[src/rtl/db_pkg.sv]
// Shared types and constants for the shared data-bus arbiter.
// Requester indices follow the legacy bus controller ordering.
package db_pkg;

    typedef enum logic [1:0] {
        IDLE = 2'd0,
        OWN  = 2'd1,
        TURN = 2'd2
    } state_e;

    localparam int REQ_PROC = 0;
    localparam int REQ_IO1  = 1;
    localparam int REQ_IO2  = 2;
    localparam int REQ_MEM  = 3;
    localparam int REQ_DMA  = 4;

    localparam logic MODE_FIXED = 1'b0;
    localparam logic MODE_RR    = 1'b1;

    // Wide enough for the largest allowed hold limit (255).
    localparam int HOLD_W = 8;

endpackage

[src/rtl/db_rr_pick.sv]
// Combinational masked priority picker: the first asserted request at or after
// the start index wins, where the start is rr_ptr in round-robin mode and 0 otherwise.
module db_rr_pick
    import db_pkg::*;
#(
    parameter int N_REQ = 5,
    parameter int ID_W  = (N_REQ > 1) ? $clog2(N_REQ) : 1
) (
    input  logic [N_REQ-1:0] req_i,
    input  logic [ID_W-1:0]  rr_ptr_i,
    input  logic             mode_i,
    output logic [N_REQ-1:0] win_oh_o,
    output logic [ID_W-1:0]  win_idx_o,
    output logic             any_valid_o
);

    int start;
    int idx;

    always_comb begin
        win_oh_o    = '0;
        win_idx_o   = '0;
        any_valid_o = 1'b0;
        start       = (mode_i == MODE_RR) ? int'(rr_ptr_i) : 0;
        idx         = 0;
        for (int i = 0; i < N_REQ; i++) begin
            idx = start + i;
            if (idx >= N_REQ) begin
                idx = idx - N_REQ;
            end
            if (!any_valid_o && req_i[idx]) begin
                any_valid_o   = 1'b1;
                win_oh_o[idx] = 1'b1;
                win_idx_o     = ID_W'(idx);
            end
        end
    end

endmodule

[src/rtl/db_bus_arbiter.sv]
// Clocked shared data-bus arbiter: registered one-hot grant, hold-until-release,
// one-cycle turnaround, and hold-timeout preemption that the owner can lock out.
module db_bus_arbiter
    import db_pkg::*;
#(
    parameter int N_REQ    = 5,
    parameter int MAX_HOLD = 16,
    parameter int ID_W     = (N_REQ > 1) ? $clog2(N_REQ) : 1
) (
    input  logic             clk,
    input  logic             rst_n,
    input  logic             mode,
    input  logic [N_REQ-1:0] req,
    input  logic [N_REQ-1:0] lock,
    output logic [N_REQ-1:0] grant,
    output logic [ID_W-1:0]  grant_id,
    output logic             bus_busy,
    output logic             preempt
);

    localparam logic [HOLD_W-1:0] HOLD_MAX = HOLD_W'(MAX_HOLD);
    localparam logic [ID_W-1:0]   LAST_ID  = ID_W'(N_REQ - 1);

    state_e              state_q, state_d;
    logic [N_REQ-1:0]    grant_q, grant_d;
    logic [ID_W-1:0]     id_q, id_d;
    logic [ID_W-1:0]     rr_q, rr_d;
    logic [HOLD_W-1:0]   hold_q, hold_d;
    logic                preempt_q, preempt_d;

    logic [N_REQ-1:0]    win_oh;
    logic [ID_W-1:0]     win_idx;
    logic                any_valid;
    logic                others_active;

    db_rr_pick #(
        .N_REQ (N_REQ),
        .ID_W  (ID_W)
    ) u_pick (
        .req_i       (req),
        .rr_ptr_i    (rr_q),
        .mode_i      (mode),
        .win_oh_o    (win_oh),
        .win_idx_o   (win_idx),
        .any_valid_o (any_valid)
    );

    assign others_active = |(req & ~grant_q);

    always_comb begin
        state_d   = state_q;
        grant_d   = grant_q;
        id_d      = id_q;
        rr_d      = rr_q;
        hold_d    = hold_q;
        preempt_d = 1'b0;
        unique case (state_q)
            IDLE: begin
                if (any_valid) begin
                    state_d = OWN;
                    grant_d = win_oh;
                    id_d    = win_idx;
                    // The granting edge starts the first counted ownership cycle.
                    hold_d  = HOLD_W'(1);
                    rr_d    = (win_idx == LAST_ID) ? '0 : win_idx + 1'b1;
                end
            end
            OWN: begin
                if (!req[id_q]) begin
                    state_d = TURN;
                    grant_d = '0;
                    id_d    = '0;
                end else if (hold_q == HOLD_MAX && others_active && !lock[id_q]) begin
                    state_d   = TURN;
                    grant_d   = '0;
                    id_d      = '0;
                    preempt_d = 1'b1;
                end else if (hold_q != HOLD_MAX) begin
                    hold_d = hold_q + 1'b1;
                end
            end
            TURN: begin
                state_d = IDLE;
                hold_d  = '0;
            end
            default: begin
                state_d = IDLE;
                grant_d = '0;
                id_d    = '0;
                hold_d  = '0;
            end
        endcase
    end

    always_ff @(posedge clk) begin
        if (!rst_n) begin
            state_q   <= IDLE;
            grant_q   <= '0;
            id_q      <= '0;
            rr_q      <= '0;
            hold_q    <= '0;
            preempt_q <= 1'b0;
        end else begin
            state_q   <= state_d;
            grant_q   <= grant_d;
            id_q      <= id_d;
            rr_q      <= rr_d;
            hold_q    <= hold_d;
            preempt_q <= preempt_d;
        end
    end

    assign grant    = grant_q;
    assign grant_id = id_q;
    assign bus_busy = |grant_q;
    assign preempt  = preempt_q;

    a_grant_onehot0: assert property (@(posedge clk) $onehot0(grant));
    a_busy_matches:  assert property (@(posedge clk) bus_busy == (|grant));
    a_id_matches:    assert property (@(posedge clk) (grant != '0) |-> grant[grant_id]);

endmodule

[config.mk]
export PLATFORM = sky130hd
export DESIGN_NAME = db_bus_arbiter
export DESIGN_NICKNAME = d
export VERILOG_FILES = /design/src/rtl/db_pkg.sv /design/src/rtl/db_rr_pick.sv /design/src/rtl/db_bus_arbiter.sv
export SDC_FILE = /design/constraint.sdc
export NUM_CORES = 1
export LEC_CHECK = 0
export BUFFER_PORTS_ARGS = -buffer_cell sky130_fd_sc_hd__buf_2
export CAP_MARGIN = 20
export CORE_ASPECT_RATIO = 0.8
export CORE_MARGIN = 5
export CORE_UTILIZATION = 50
export CTS_CLUSTER_SIZE = 8
export DETAILED_ROUTE_END_ITERATION = 8
export GPL_ROUTABILITY_DRIVEN = 0
export PLACE_DENSITY = 0.74
export SLEW_MARGIN = 20
export SYNTH_ARGS = -nofsm -noshare
export SYNTH_HDL_FRONTEND = slang
export SYNTH_SLANG_ARGS = --single-unit
[constraint.sdc]
create_clock -name clk -period 8.9 [get_ports clk]
set_clock_uncertainty 0.05 [all_clocks]
set_input_delay 1.335 -clock clk [delete_from_list [all_inputs] [get_ports clk]]
set_output_delay 1.335 -clock clk [all_outputs]
set_load 0.02 [all_outputs]
# Yosys cells after proc, flatten, opt, wreduce, memory -nomap -nowiden
# Index checks and enable logic that the tools add are counted.
# word_totals
wordCells,143
out_inout_bits,10
reg_bits,22
inputBits,13
# classes
order_cmp,16
bitwise,7
eq_ne,10
muxes,69
addsub,11
n_reduce_logical,24
# ops
cell,count
"greater-or-equal comparator 32 x 1 -> 1 bit, second input constant",5
"greater-or-equal comparator 32 x 4 -> 1 bit, second input constant",5
"< comparator 32 x 5 -> 1 bit, second input constant",5
two-way mux 32 bit,5
"subtractor 32 x 4 -> 32 bit, second input constant",5
"adder 32 x 3 -> 32 bit, second input constant",2
two-way mux 5 bit,8
"adder 32 x 2 -> 32 bit, second input constant",1
"adder 32 x 4 -> 32 bit, second input constant",1
two-way mux 8 bit,4
two-way mux 3 bit,10
two-way mux 1 bit,23
binary-select mux 1 bit (select 3 bit),7
bitwise OR 5 bit,4
one-hot mux 8 bit (2 select lines),1
demux 1 bit (select 3 bit),5
one-hot mux 5 bit (3 select lines),1
logical AND 1 bit,11
OR reduction 5 bit,2
one-hot mux 3 bit (3 select lines),1
"adder 8 x 1 -> 8 bit, second input constant",1
"equality test 8 x 5 -> 1 bit, second input constant",1
"!= test 2 bit, second input constant",4
"!= test 8 x 5 -> 1 bit, second input constant",1
16 further kinds,24

# Longest topological paths before layout
# Gate-level depths: netlist of the first run.
# logic_depth
ltp_word,21
depth_mapped,19
depth_no_buf,17

# Hierarchy
# From an unflattened synthesis of the first run, not the netlist that was laid out.
# hier_totals
hier_cells,362
area_unflattened_um2,2826.5
# modules_own_cells
mod,seq_area_each_um2,area_each_um2,instances,cells_each
db_rr_pick,0.0,1577.8,1,226
db_bus_arbiter,440.4,1248.7,1,136

# Least setup slack after synthesis of the first run
# No wires, ideal clock.
# synth_timing
path_kind,input -> register
from,in mode
to,reg rr_q[1]
slack_ps,4336
path_stages,16
t_arrival_ps,4398
path_buffers,1
t_required_ps,8734
setup_ps,116
cell_sequence,buf_6 -> nand2_2 -> inv_1 -> ha_1 -> fa_1 -> inv_1 -> o22a_1 -> nand3_2 -> o221ai_1 -> a221oi_2 -> o2111ai_1 -> a31oi_1 -> inv_1 -> ha_1 -> mux2i_1 -> nor2b_1
# synth_via
elab_chain_cells,21
elab_cells_between_ends,57
classes_between,add/sub: 10; order compare: 5; eq/ne: 1; mux: 32; reduce/logical: 9
# synth_rtl
element,line_no,rtl
start: declaration,db_bus_arbiter.sv:12,"input logic mode,"
two-way mux 3 bit (*),db_rr_pick.sv:24,start = (mode_i == MODE_RR) ? int'(rr_ptr_i) : 0;
branches (longest 20 deep; another with adder 32 x 2 -> 32 bit),n/a,
end signal: assignment,db_bus_arbiter.sv:107,rr_q <= rr_d;
end: declaration,db_bus_arbiter.sv:27,"logic [ID_W-1:0] rr_q, rr_d;"
# Mark *: on every way between the ends. The select of a mux whose other input is x is not followed.
# A chain may end at the register's enable or synchronous reset.

# Final worst setup path of the first run
# layout_timing
from,in mode
to,"reg grant_q[0], in the netlist grant[0]"
# layout_via
elab_chain_cells,21
elab_cells_between_ends,86
classes_between,add/sub: 9; order compare: 15; eq/ne: 1; mux: 43; bitwise: 4; reduce/logical: 14
# layout_rtl
element,line_no,rtl
two-way mux 3 bit (*),db_rr_pick.sv:24,
branches (longest 20 deep; another with adder 32 x 2 -> 32 bit),n/a,
end signal: assignment,db_bus_arbiter.sv:105,grant_q <= grant_d;
end: declaration,db_bus_arbiter.sv:25,"logic [N_REQ-1:0] grant_q, grant_d;"
# Marked as above.

==> results of run 1 <==
[path summary, 6_finish.rpt]
kind	start	endpoint	slack [ns]	depth (start not counted)
worst max-delay path	mode	grant[0]	3.62	14
worst min-delay path	grant[4]	grant[4]	0.45	1
worst max register to register	rr_q[2]	grant[0]	4.47	11
worst min register to register	grant[4]	grant[4]	0.45	1
[sequential cells by signal, summed over array words and instances (netlist names)]
register,count
state_q,2
preempt,1
rr_q,3
grant,5
grant_id,3
hold_q,8
[routing by layer]
layer	wire length, µm	share of wire
met1	3831	0.47
met4	106	0.013
met2	3472	0.42
met5	0	0
met3	776	0.095
[cell usage after synthesis, types with 3 or more instances]
master | n | share of area
xor2_1 | 6 | 0.019
o22a_1 | 3 | 0.0097
a211oi_1 | 4 | 0.011
nor4b_1 | 3 | 0.0097
or3_1 | 3 | 0.0069
nor2_1 | 31 | 0.043
o311ai_0 | 3 | 0.0097
nand3_1 | 15 | 0.028
and2_1 | 7 | 0.016
nor3_1 | 5 | 0.0092
a21oi_1 | 19 | 0.035
a22o_1 | 5 | 0.016
o211ai_1 | 5 | 0.014
and3_1 | 7 | 0.016
buf_6 | 3 | 0.012
nor2b_1 | 9 | 0.021
o22ai_1 | 4 | 0.0092
a32oi_1 | 3 | 0.0097
clkbuf_1 | 4 | 0.0055
o2bb2ai_1 | 3 | 0.0097
mux2i_1 | 4 | 0.015
nor4_1 | 7 | 0.016
buf_2 | 3 | 0.0055
nand2b_1 | 8 | 0.018
nand2_2 | 3 | 0.0069
inv_1 | 18 | 0.025
a21boi_0 | 4 | 0.011
ha_1 | 21 | 0.097
a31oi_1 | 7 | 0.016
nand4_1 | 8 | 0.018
o21ai_0 | 12 | 0.022
nand2_1 | 29 | 0.040
dfxtp_1 | 22 | 0.16
o221ai_1 | 6 | 0.019
[cell families after synthesis]
family / synth area share
adders and majority gates: 0.1041
buffers and inverters: 0.05662
muxes: 0.02716
and+or+nand+nor: 0.2887
xor gates and xnor gates: 0.02578
DFF: 0.1621
AOI/OAI and AO/OA: 0.3356
[stage by stage]
stage,util,total power (W)
floorplan,-,0.0005568
global placement,0.5270,0.0006718
detailed placement,0.5270,0.0006861
CTS,0.5372,0.0007574
global route,0.5372,0.0008298
finish,0.5372,0.0007706
[where the power goes]
| part | internal (W) | switching, W | total, W |
|---|---|---|---|
| clock | 0.0000394 | 0.0000307 | 0.0000701 |
| combinational | 0.000198 | 0.000344 | 0.000541 |
| sequential | 0.000120 | 0.0000391 | 0.000159 |
| total | 0.000357 | 0.000414 | 0.000771 |
[worst reg2reg max path: cells and delay by family (launching register included)]
family | cells | cell delay, ns
fa+ha+maj | 1 | 0.50
flops | 1 | 0.75
compound gates | 7 | 2.38
simple gates | 3 | 0.67
[final cells by class]
cell class	instances	area share
multi-input cells	297	0.7353
flip-flops and latches	22	0.1525
inverters	20	0.02686
clock buffers	4	0.01906
repair buffers	22	0.03813
well taps	65	0.02816
==> reports/metrics.cfg, run 1 <==
[outcome]
status=complete, no violations

[power_and_ir_drop]
ir_drop_mv=0.1230
p_leak_nw=1.156
p_per_area_mw_per_mm2=266.9

[cells_and_area]
drive_above_1_share=0.1507
mostFrequentLayoutCells=nor2_1, nand2_1, dfxtp_1, buf_2, ha_1
layout_commonest_cell=nor2_1
fin_cells=430
diodes=0
fin_area_mm2=0.002888
regArea_um2=440.4
final_nets=401
area_growth_pct=6.262
fillers=533
multi_input_area_mm2=0.002123

[synthesis]
avgSynthCellArea_um2=7.742
syn_inst=351
synth_edf_count=0
seq_area_frac_synth=0.1621
async_flop_share=0
ys_warn_count=0
synth_fp_nets=386
yosysUniqueCellTypes=79
synthesis.area_mm2=0.002718
ys_ff_latch=22
synth_ff_type=dfxtp_1

[critical_path]
timing.critical_path.mode_cell=inv_1
crit_fanout=20
cp_slowest_stage_delay_ns=0.78
end_kind=flip-flop
crit_family=compound AO/OA/AOI/OAI gates
start_kind=input pin
crit_path_top_delay_cell=a2111oi_0
crit_buf_inv=3
arrival_ns=5.42
critPathKind=in2reg
crit_chain=buf_2 > nand2_2 > inv_1 > ha_1 > fa_1 > inv_1 > o22a_1 > nand3_2 > o221a_4 > a2111oi_0 > nand4_1 > o221ai_1 > a211oi_1 > o2bb2ai_1
cp_data_required_time_ns=9.04

[run]
maxCapViolations=0

[route]
dr_total_vias=2876
first_pass_iters=5
viasPerCell=6.688
antenna_left=0
avgRoutedWirePerCell_um=19.04
dr.first_iter.drc_count=274
wl_mm=8.187
remaining_drc_errors=0

[sta]
period_minus_slack_ns=5.278
whs_ns=0.4539
setup_violations=0
tightest_slew_ns=0.8675
hold_viol_final=0
final.period_utilization=0.5931
fmax_mhz=189.5
slew_headroom=0.4067
slew_violations=0
layout_setup_ws_ns=3.622
rsz0062_at_grt=no
finalSetupTns_ns=0

[floorplan]
num_io_pins=23
die_y_um=75.94
start_util=0.5056
dieArea_mm2=0.007019
rows=24
fp.coreArea_mm2=0.005375
die_w_um=92.43

[cts]
insertion_delay_ns=0.26
cts_tree=yes
clk_pin_slew_worst_paths_ns=0.07
cts_resized=0
cts_root_buf=clkbuf_8
ctsHoldBuffers=0
cts_setup_buffers=0
numCtsBuffers=3
clockBufferDepth=2
clock_sinks=22
htreeDepth=1

[placed_design]
dp_cells=426
hpwlAfterDp_mm=6.408
dpl-instance-area_mm2=0.002833
io_buffers=22
place_ws_ns=3.545

[global_routing]
grt_overflow_total=0
use_met1=0.3424
grt_max_degree=21
track_usage=0.2273
met3_usage=0.06238
grt_use_met2=0.3222
busiest_layer=met1
grt_first_pass_wirelength_mm=13.23
antenna_found_initial=0
grt_pass1_vias=2615

[worst_hold_path]
hold_path_class=reg2reg

No activity file was read; power rests on OpenSTA's default activity.
==> run 2, diff against run 1 <==
- ABC_AREA: default -> 1
- clock period: 8.9 -> 5.05 ns (I/O delays scaled with it)
==> reports/metrics.cfg, run 2 <==
[synthesis]
synth_top_area_frac=0.1791
synthesis.area_mm2=0.002620
yosys.area_share.xor_xnor=0.01003
async_flop_share=0
yosysMostFrequentCell=nand2_1
muxShareOfSynthArea=0
synth_ff_type=dfxtp_1
ys_ff_latch=22
ys_top_cells_by_count=nand2_1, inv_1, nand3_1
seq_area_frac_synth=0.1681
ys_warn_count=0
synth_top_family_by_area=simple AND/OR/NAND/NOR gates
synth_fa_ha_area_frac=0.1079
yosys.area_share.simple=0.4599
synth_edf_count=0
synth_fp_nets=472
syn_inst=437
yosys.area.top_type=nand2_1
avgSynthCellArea_um2=5.995
synth-compound-area-share=0.1533
synth_area_leaders=nand2_1, dfxtp_1, ha_1, nand3_1, inv_1
yosysUniqueCellTypes=45

[critical_path]
crit_buf_inv=4
start_kind=input pin
cp_data_required_time_ns=5.19
critPathKind=in2reg
crit_chain=buf_2 > nand2_1 > inv_2 > ha_1 > fa_1 > nand2_1 > nand2_1 > inv_1 > nor2_1 > nand2_1 > nand2_1 > nor2_1 > nor3_2 > nand2_1 > or2_0 > nand3_2 > inv_1 > ha_1 > a21oi_2 > nand2_1 > a21oi_1
end_kind=flip-flop
cp_slowest_stage_delay_ns=0.55
crit_family=simple AND/OR/NAND/NOR gates
crit_path_top_delay_cell=fa_1
crit_fanout=11
arrival_ns=4.13
timing.critical_path.mode_cell=nand2_1

[route]
remaining_drc_errors=0
first_pass_iters=6
viasPerCell=5.742
wl_mm=7.231
antenna_left=0
avgRoutedWirePerCell_um=13.91
dr_total_vias=2986
dr.first_iter.drc_count=254

[cts]
ctsHoldBuffers=0
clock_sinks=22
cts_tree=yes
insertion_delay_ns=0.27
clk_pin_slew_worst_paths_ns=0.08
cts_setup_buffers=0
cts_root_buf=clkbuf_8
cts_resized=0
numCtsBuffers=3
htreeDepth=1
clockBufferDepth=2

[global_routing]
grt_overflow_total=0
track_usage=0.2162
grt_first_pass_wirelength_mm=12.03
grt_pass1_vias=2498
grt_max_degree=24
antenna_found_initial=0

[floorplan]
num_io_pins=23
rows=23
fp.coreArea_mm2=0.005036
die_w_um=90.93
start_util=0.5202
die_y_um=74.75
dieArea_mm2=0.006797

[sta]
rsz0062_at_grt=no
finalSetupTns_ns=0
slew_violations=0
whs_ns=0.4207
fmax_mhz=250.6
period_minus_slack_ns=3.991
tightest_slew_ns=0.5614
setup_violations=0
slew_headroom=0.6223
hold_viol_final=0
final.period_utilization=0.7903

[power_and_ir_drop]
ir_drop_mv=0.2904
p_per_area_mw_per_mm2=583.2
p_leak_nw=1.400

[cells_and_area]
area_growth_pct=8.309
mostFrequentLayoutCells=nand2_1, inv_1, nand3_1
diodes=0
fin_area_mm2=0.002838
utilization=0.5635
top_register=hold_q
layout_commonest_cell=nand2_1
final_nets=494
largest_reg_flops=8
drive_above_1_share=0.1397

[placed_design]
hpwlAfterDp_mm=5.797
io_buffers=22
dpl-instance-area_mm2=0.002766

[worst_hold_path]
hold_path_class=reg2reg

[outcome]
status=complete, no violations

[run]
maxCapViolations=0

run 2: cell types whose count changed after synthesis, moves of 8 or more:
cell	delta
nand2b_1	-8
nor2b_1	-9
nand2_1	+96
a21oi_1	+10
nand3_1	+34
inv_1	+33
run 2: worst register-to-register path, delay by kind of cell (launching register included):
family	cells	cell delay [ns]
AND/OR/NAND/NOR	12	1.63
adder cells (fa/ha/maj)	3	1.00
buffers and inverters	3	0.36
flip-flops	1	0.35
AO/OA/AOI/OAI	2	0.27
run 2: final cells by class:
type / count / area (µm²)
clock buffer: 3 / 41.29
clock inverter: 1 / 30.03
fill: 499 / 2198
inverter: 59 / 222.7
multi-input combinational: 351 / 1916
sequential: 22 / 440.4
tap: 62 / 77.57
timing repair buffer: 22 / 110.1
run 2: report_power, final:
part / total, W / internal [W] / switching (W)
Clock: 0.000165 / 0.000106 / 0.0000588
Sequential: 0.000268 / 0.000218 / 0.0000497
Combinational: 0.00122 / 0.000372 / 0.000851
run 2: final timing paths:
path / slack (ns) / depth (start not counted) / to / start
worst max-delay path: 1.06 / 21 / rr_q[0] / mode
worst max register to register: 1.32 / 20 / rr_q[0] / rr_q[1]
worst min register to register: 0.42 / 2 / hold_q[4] / hold_q[4]
worst min-delay path: 0.42 / 2 / hold_q[4] / hold_q[4]
run 2: per-stage QoR:
| step | std cells | total power, W | setup slack [ns] |
|---|---|---|---|
| after floorplan | 437 | 0.001210 | 1.439 |
| after CTS | 520 | 0.001633 | 1.076 |
| after global routing | 520 | 0.001828 | 0.7226 |
| after global placement | 516 | 0.001460 | 0.8076 |
| after detailed placement | 516 | 0.001462 | 0.8222 |
| final | 520 | 0.001655 | 1.059 |
run 2: kinds of logic (layout without fill, tap and decap cells):
family                     after synthesis  count (layout)
and+or+nand+nor                        260             260
buffers and inverters                   64              85
xor gates and xnor gates                 3               3
AOI/OAI and AO/OA                       66              66
DFF                                     22              22
adders and majority gates               22              22
run 2: layer usage:
| layer | wire length (µm) | vias up | part of all wire | global-route usage |
|---|---|---|---|---|
| li1 | - | 1489 | - | - |
| met2 | 2920 | 162 | 0.40 | 0.3168 |
| met1 | 3326 | 1322 | 0.46 | 0.3056 |
| met5 | 0 | - | 0 | 0 |
| met3 | 885 | 13 | 0.12 | 0.07592 |
| met4 | 98 | 0 | 0.014 | 0.05049 |
